--- config.mk ---
export PLATFORM = sky130hd
export DESIGN_NAME = lsu
export DESIGN_NICKNAME = d
export VERILOG_FILES = /design/src/rtl/lsu_pkg.sv /design/src/rtl/lsu_align.sv /design/src/rtl/lsu.sv
export SDC_FILE = /design/constraint.sdc
export NUM_CORES = 1
export LEC_CHECK = 0
export CORE_ASPECT_RATIO = 1.5
export CORE_MARGIN = 4
export CORE_UTILIZATION = 48
export CTS_BUF_LIST = sky130_fd_sc_hd__clkbuf_8
export CTS_CLUSTER_DIAMETER = 200
export DETAILED_ROUTE_END_ITERATION = 8
export GPL_TIMING_DRIVEN = 0
export PLACE_DENSITY = 0.83
export SLEW_MARGIN = 20
export SYNTH_ARGS = -nofsm -noshare
export SYNTH_HDL_FRONTEND = slang
export SYNTH_HIERARCHICAL = 1
export SYNTH_SLANG_ARGS = --single-unit
--- constraint.sdc ---
create_clock -name clk -period 3.4 [get_ports clk]
set_clock_uncertainty 0.15 [all_clocks]
set_input_delay 0.85 -clock clk [delete_from_list [all_inputs] [get_ports clk]]
set_output_delay 0.85 -clock clk [all_outputs]
set_load 0.05 [all_outputs]
--- src/rtl/lsu_pkg.sv ---
// Shared definitions for the load/store unit: access-size codes, FSM states
// and the captured request record.
package lsu_pkg;

  localparam int unsigned SizeW   = 2;
  localparam int unsigned LaneCnt = 4;
  localparam int unsigned CntW    = 8;

  typedef enum logic [SizeW-1:0] {
    SIZE_BYTE = 2'b00,
    SIZE_HALF = 2'b01,
    SIZE_WORD = 2'b10,
    SIZE_RSVD = 2'b11
  } size_e;

  typedef enum logic [1:0] {
    LSU_IDLE = 2'b00,
    LSU_REQ  = 2'b01,
    LSU_DONE = 2'b10
  } lsu_state_e;

  typedef struct packed {
    logic       is_store;
    size_e      size;
    logic       load_signed;
    logic [1:0] offset;
  } lsu_req_t;

  // Natural alignment check for the requested size.
  function automatic logic size_legal(size_e size, logic [1:0] offset);
    case (size)
      SIZE_BYTE: size_legal = 1'b1;
      SIZE_HALF: size_legal = ~offset[0];
      SIZE_WORD: size_legal = (offset == 2'b00);
      default:   size_legal = 1'b0;
    endcase
  endfunction

endpackage

--- src/rtl/lsu_align.sv ---
// Byte-lane steering: store lane enables/replication, legality, and load
// lane extraction with sign/zero extension.
module lsu_align
  import lsu_pkg::*;
#(
  parameter int unsigned DataSize = 32
) (
  input  logic [1:0]          size,
  input  logic [1:0]          offset,
  input  logic                load_signed,
  input  logic [DataSize-1:0] store_data,
  input  logic [DataSize-1:0] rdata,
  output logic [3:0]          be,
  output logic [DataSize-1:0] wdata,
  output logic                legal,
  output logic [DataSize-1:0] load_ext
);

  logic [7:0]  lane8;
  logic [15:0] lane16;

  always_comb begin
    be       = '0;
    wdata    = '0;
    load_ext = '0;
    lane8    = rdata[{offset, 3'b000} +: 8];
    lane16   = rdata[{offset[1], 4'b0000} +: 16];
    legal    = size_legal(size_e'(size), offset);
    case (size_e'(size))
      SIZE_BYTE: begin
        be       = 4'(4'b0001 << offset);
        wdata    = DataSize'({4{store_data[7:0]}});
        load_ext = {{(DataSize-8){load_signed & lane8[7]}}, lane8};
      end
      SIZE_HALF: begin
        be       = 4'(4'b0011 << offset);
        wdata    = DataSize'({2{store_data[15:0]}});
        load_ext = {{(DataSize-16){load_signed & lane16[15]}}, lane16};
      end
      SIZE_WORD: begin
        be       = 4'b1111;
        wdata    = store_data;
        load_ext = rdata;
      end
      default: ;
    endcase
  end

endmodule

--- src/rtl/lsu.sv ---
// Load/store unit: captures a request, runs one req/ack memory access with a
// timeout, and returns the extended load value.
module lsu
  import lsu_pkg::*;
#(
  parameter int unsigned DataSize      = 32,
  parameter int unsigned AddrSize      = 32,
  parameter int unsigned TimeoutCycles = 255
) (
  input  logic                clk,
  input  logic                rst,
  input  logic                start,
  input  logic                is_store,
  input  logic [1:0]          access_size,
  input  logic                load_signed,
  input  logic [AddrSize-1:0] address,
  input  logic [DataSize-1:0] store_data,
  output logic                busy,
  output logic                done,
  output logic                error,
  output logic [DataSize-1:0] load_data,
  output logic                mem_req,
  output logic                mem_we,
  output logic [AddrSize-1:0] mem_addr,
  output logic [3:0]          mem_be,
  output logic [DataSize-1:0] mem_wdata,
  input  logic [DataSize-1:0] mem_rdata,
  input  logic                mem_ack
);

  lsu_state_e          state_q, state_d;
  lsu_req_t            req_q;
  logic [CntW-1:0]     cnt_q;
  logic                idle, accept, timeout_hit;
  logic [1:0]          al_size, al_offset;
  logic                al_signed, al_legal;
  logic [3:0]          al_be;
  logic [DataSize-1:0] al_wdata, al_load;
  logic                busy_d, done_d, error_d, req_d, we_d;
  logic [3:0]          be_d;
  logic [AddrSize-1:0] addr_d;
  logic [DataSize-1:0] wdata_d;

  assign idle        = (state_q == LSU_IDLE);
  assign accept      = idle & start;
  assign timeout_hit = (cnt_q == CntW'(TimeoutCycles - 1));

  // In IDLE the aligner sees the live request; afterwards the captured one.
  assign al_size   = idle ? access_size : req_q.size;
  assign al_offset = idle ? address[1:0] : req_q.offset;
  assign al_signed = idle ? load_signed : req_q.load_signed;

  lsu_align #(.DataSize(DataSize)) u_align (
    .size        (al_size),
    .offset      (al_offset),
    .load_signed (al_signed),
    .store_data  (store_data),
    .rdata       (mem_rdata),
    .be          (al_be),
    .wdata       (al_wdata),
    .legal       (al_legal),
    .load_ext    (al_load)
  );

  always_ff @(posedge clk or negedge rst) begin
    if (!rst) state_q <= LSU_IDLE;
    else      state_q <= state_d;
  end

  always_comb begin
    state_d = state_q;
    case (state_q)
      LSU_IDLE: if (start) state_d = al_legal ? LSU_REQ : LSU_DONE;
      LSU_REQ:  if (mem_ack || timeout_hit) state_d = LSU_DONE;
      LSU_DONE: state_d = LSU_IDLE;
      default:  state_d = LSU_IDLE;
    endcase
  end

  // Next values of the registered outputs; memory fields are zero outside REQ.
  always_comb begin
    busy_d  = (state_d != LSU_IDLE);
    done_d  = (state_d == LSU_DONE);
    error_d = 1'b0;
    req_d   = 1'b0;
    we_d    = 1'b0;
    be_d    = '0;
    addr_d  = '0;
    wdata_d = '0;
    if (accept && !al_legal) error_d = 1'b1;
    if (state_q == LSU_REQ && !mem_ack && timeout_hit) error_d = 1'b1;
    if (state_d == LSU_REQ) begin
      req_d = 1'b1;
      if (idle) begin
        we_d    = is_store;
        be_d    = al_be;
        addr_d  = {address[AddrSize-1:2], 2'b00};
        wdata_d = al_wdata;
      end else begin
        we_d    = mem_we;
        be_d    = mem_be;
        addr_d  = mem_addr;
        wdata_d = mem_wdata;
      end
    end
  end

  always_ff @(posedge clk or negedge rst) begin
    if (!rst) begin
      busy      <= 1'b0;
      done      <= 1'b0;
      error     <= 1'b0;
      mem_req   <= 1'b0;
      mem_we    <= 1'b0;
      mem_be    <= '0;
      mem_addr  <= '0;
      mem_wdata <= '0;
    end else begin
      busy      <= busy_d;
      done      <= done_d;
      error     <= error_d;
      mem_req   <= req_d;
      mem_we    <= we_d;
      mem_be    <= be_d;
      mem_addr  <= addr_d;
      mem_wdata <= wdata_d;
    end
  end

  // Request capture, timeout counter and load result.
  always_ff @(posedge clk or negedge rst) begin
    if (!rst) begin
      req_q     <= '0;
      cnt_q     <= '0;
      load_data <= '0;
    end else begin
      if (accept) begin
        req_q <= '{is_store: is_store, size: size_e'(access_size),
                   load_signed: load_signed, offset: address[1:0]};
        cnt_q <= '0;
      end else if (state_q == LSU_REQ && !mem_ack) begin
        cnt_q <= cnt_q + CntW'(1);
      end
      if (state_q == LSU_REQ && mem_ack && !req_q.is_store) load_data <= al_load;
    end
  end

endmodule

==> results by stage <==
Status:
- The flow ran to the end, and the final reports show no timing, DRC or antenna violations.

Clock network:
- The root buffer selected by CTS is sky130_fd_sc_hd__clkbuf_8.
- The H-tree was split into 4 levels.
- Clock-pin slew was measured on the worst setup and hold paths at 0.09 ns.
- Clock tree synthesis inserted a total of 17 buffers.
- After clock tree synthesis, the setup repair step added 0 buffers.
- The tree built by TritonCTS fans out to between 100 and 150 sinks.
- The largest buffer count on any clock path is 2.
- Buffers inserted to repair hold after CTS numbered 0.
- The number of gates resized after CTS was 4.
- At the later pin of the worst-skew pair, clock insertion delay measures around 0.45 ns.
- The TritonCTS clock tree is done.

Pwr:
- The part of the total power dissipated in combinational logic is 0.617.
- The sequential share of power is 0.240.
- For this design the static power due to leakage is about 4 nW.
- The internal portion of the total power is approximately 0.0046 W.
- The ratio of total power to cell area is approximately 1000 nW/um^2.
- Of the total power, the clock network draws 0.143.
- Of the total power, the share spent switching nets is 0.498.
- IR analysis of the VDD net gives a maximum drop of 0.565 mV.
- The analysis attributes to net switching a power of 0.00454 W.

Timing:
- The worst pin sits at a relative slew slack of 0.512.
- The count of final hold-check violations came to 0.
- Setup repair after global routing left no endpoint under its margin.
- The time the final worst path needs with I/O delays and setup is roughly 3.3 ns.
- At the pin with the least slew margin, the transition time is between 0.7 and 0.8 ns.
- Static timing analysis puts the maximum clock frequency at ~310 MHz.
- The number of failing setup endpoints in the final timing report is 0.
- The part of the cycle the worst path needs is 0.957.
- The max-slew violation count came to 0.
- The worst setup margin is about 0.15 ns.

Setup path:
- STA classifies the critical path startpoint as a flip-flop.
- The startpoint of the worst register-to-register path is state_q[0].
- The type of the worst setup path is reg2reg.
- The cell seen most often among critical-path stages is sky130_fd_sc_hd__buf_4.
- Along the worst path, the maximum fanout reaches 15.
- STA puts the critical path data required time at approximately 3.6 ns.
- The kind of cell with the highest combined delay along the critical path is buffers and inverters.
- The signal on the critical path passes through buf_2 > nor2_2 > mux2_2 > buf_4 > buf_8 > buf_4 > o21a_1 > o22ai_2 > nand2_4 > buf_1 > a21oi_1.
- The worst endpoint data arrival time is approximately 3.5 ns.
- In this run the worst setup path begins at state_q[0].
- For this run, the slowest stage of the critical path takes between 0.4 and 0.5 ns.
- The kind of capture point of the worst setup path is a flip-flop.
- Together, buffers and inverters on the worst path number 5.
- The library cell contributing the largest single delay on the critical path is sky130_fd_sc_hd__dfrtp_1.

Floorplan:
- The initial utilization of the core area, before any placement, comes to 0.491.
- After floorplanning, the core was sized to cover 13000 um^2.
- The count of boundary I/O pins is approximately 210.
- The vertical extent of the die is ~150 um.
- The die covers roughly 15000 um^2.
- The number of rows created at floorplan is 51.
- The x dimension of the die is around 100 um.

Drt:
- Once detail routing completed, the nets flagged for antenna violations numbered 0.
- For this run, design rule violations remaining after detail routing come to 0.
- The final route contains just under 6000 vias.
- The mean routed wirelength per cell is between 20 and 25 um.
- The detailed-router iteration count before antenna repair is 5.
- The total detailed-routing wirelength is slightly above 20000 um.
- The detailed router finished its first iteration with 374 violations.
- The ratio of routed vias to standard cells is around 5.7.

Yosys:
- Of all flip-flops after synthesis, the portion carrying an async set or reset was 1.00.
- The number of synthesis warnings is 6.
- After technology mapping, the gate count stands at 609.
- In this run the mean area of a mapped cell was around 10 um^2.
- The leading register cell type out of synthesis is sky130_fd_sc_hd__dfrtp_1.
- In this run, synthesis inferred 0 flip-flops with an integrated enable.
- The portion of the post-synthesis area used by sequential elements is 0.468.
- The post-synthesis register bit count is between 100 and 150.
- The number of library cell types mapped by synthesis is 51.
- The combined area of all synthesized cells is around 6400 um^2.

Placement:
- Including well taps, the total number of placed cells is between 900 and 1000.
- Prior to clock tree synthesis, the placed netlist has a worst setup slack of -0.696 ns.
- The placer congestion estimate is 0.948.
- After legalization and detailed placement, the total HPWL measured between 15000 and 20000 um.
- In this run the tool buffered the top-level ports with between 200 and 250 buffer cells.

Job:
- Across the run, the number of max-cap violations was 0.

Cells and area:
- Compared with the post-synthesis result, the final layout area differs by 42.5%.
- The non-filler instance count after layout is about 1000.
- The count of antenna diodes in the layout is 0.
- The library cell used most frequently in the layout, excluding fill and tap cells, is sky130_fd_sc_hd__clkdlybuf4s50_1.
- In the layout the commonest cells are sky130_fd_sc_hd__clkdlybuf4s50_1 (205), sky130_fd_sc_hd__dfrtp_1 (119), sky130_fd_sc_hd__a21oi_1 (105).
- The net count of the finished layout is around 940.
- The share of final-layout standard cells stronger than drive strength 1 is 0.150.

Global routing:
- The met1 usage in global routing is 0.293.
- The initial antenna violation count is 0.
- The global routing usage on met3 is 0.0894.
- In this run the most used layer during global routing was met2.
- In the global route stage, overall resource usage came out at 0.271.
- For met2 alone, demand over resource in global routing was 0.472.
- The largest net degree at the start of global routing is just over 80.
- The number of global-route vias before repair is roughly 6200.
- Global routing finished with a remaining overflow of 0.
- The global-route wire length before repair is between 30000 and 40000 um.

Hold path:
- The type of the worst min-delay path is in2async.
logic make-up (layout without fill, tap and decap cells):
kind of cell             after synthesis  in the layout  share of synthesized area
multiplexers                         126            126                      0.207
buffers and inverters                 61            299                     0.0494
flip-flops                           119            119                      0.468
AND/OR/NAND/NOR                      115            115                     0.0943
other                                  1              2                   0.000590
adder cells (fa/ha/maj)                2              2                    0.00394
XOR/XNOR                               2              2                    0.00276
AO/OA/AOI/OAI                        183            183                      0.173
state kept, by name (all words and copies together) (netlist names):
signal     flops
error          1
load_data     32
mem_addr      30
req_q          6
mem_we         1
cnt_q          8
mem_req        1
mem_be         4
done           1
state_q        2
mem_wdata     32
busy           1
power by group through the flow:
stage	Sequential, W	Combinational (W)	Clock, W
3_3_place_gp	0.00218	0.00543	0
3_5_place_dp	0.00221	0.00555	0
2_1_floorplan	0.00367	0.00228	0
6_report	0.00218	0.00562	0.00131
5_1_grt	0.00224	0.00591	0.00139
4_1_cts	0.00219	0.00559	0.00132
path summary, 6_finish.rpt:
| path | depth (start not counted) | slack [ns] | endpoint |
|---|---|---|---|
| hold reg to reg | 2 | 0.34 | req_q[3] |
| setup / recovery | 11 | 0.15 | mem_wdata[31] |
| hold / removal | 1 | 0.15 | mem_wdata[0] |
| max in group asynchronous | 2 | 2.20 | req_q[5] |
| setup reg to reg | 11 | 0.15 | mem_wdata[31] |
| min in group clk | 2 | 0.34 | req_q[3] |
final cells by class:
type                            count  area [um^2]
Buffer                             55          295
Clock inverter                     15          159
Sequential cell                   119         2980
Clock buffer                       17          234
Fill cell                         959         3890
Tap cell                          159          199
Multi-Input combinational cell    430         3090
Inverter                            5         18.8
Timing Repair Buffer              207         2090
metal layers:
layer,share of wire,wire (um)
met5,0,0
met4,0.038,769
met3,0.090,1830
met2,0.52,10600
met1,0.35,7110
metrics by stage:
step           setup TNS (ns)  hold WS (ns)  utilization  instance area, um^2  power (W)
2_1_floorplan               0         0.292            -                 6360    0.00596
3_3_place_gp          -383.75         0.306        0.666                 8620    0.00762
3_5_place_dp           -23.80         0.313        0.668                 8650    0.00776
4_1_cts                     0         0.150        0.699                 9050    0.00911
5_1_grt                     0         0.146        0.699                 9060    0.00954
6_report                    0         0.151        0.699                 9060    0.00912
cells in the mapped netlist, types with 6 or more instances:
cell type                    n  share of area
sky130_fd_sc_hd__dfrtp_1   119           0.47
sky130_fd_sc_hd__a21oi_1   105          0.083
sky130_fd_sc_hd__mux2i_1    83           0.13
sky130_fd_sc_hd__nand2_1    51          0.030
sky130_fd_sc_hd__mux2_2     42          0.074
sky130_fd_sc_hd__buf_2      20          0.016
sky130_fd_sc_hd__clkbuf_1   20          0.012
sky130_fd_sc_hd__o21ai_0    19          0.015
sky130_fd_sc_hd__o211ai_1   15          0.018
sky130_fd_sc_hd__nand2b_1   12          0.012
sky130_fd_sc_hd__nor2_1     10         0.0059
sky130_fd_sc_hd__nor2b_1    10         0.0098
sky130_fd_sc_hd__o21a_1      9          0.011
sky130_fd_sc_hd__o22ai_1     9         0.0089
sky130_fd_sc_hd__a21o_1      8         0.0094
sky130_fd_sc_hd__and2_1      8         0.0079
sky130_fd_sc_hd__buf_1       6         0.0035
sky130_fd_sc_hd__nand3_1     6         0.0047
No activity file was read; power rests on OpenSTA's default activity.
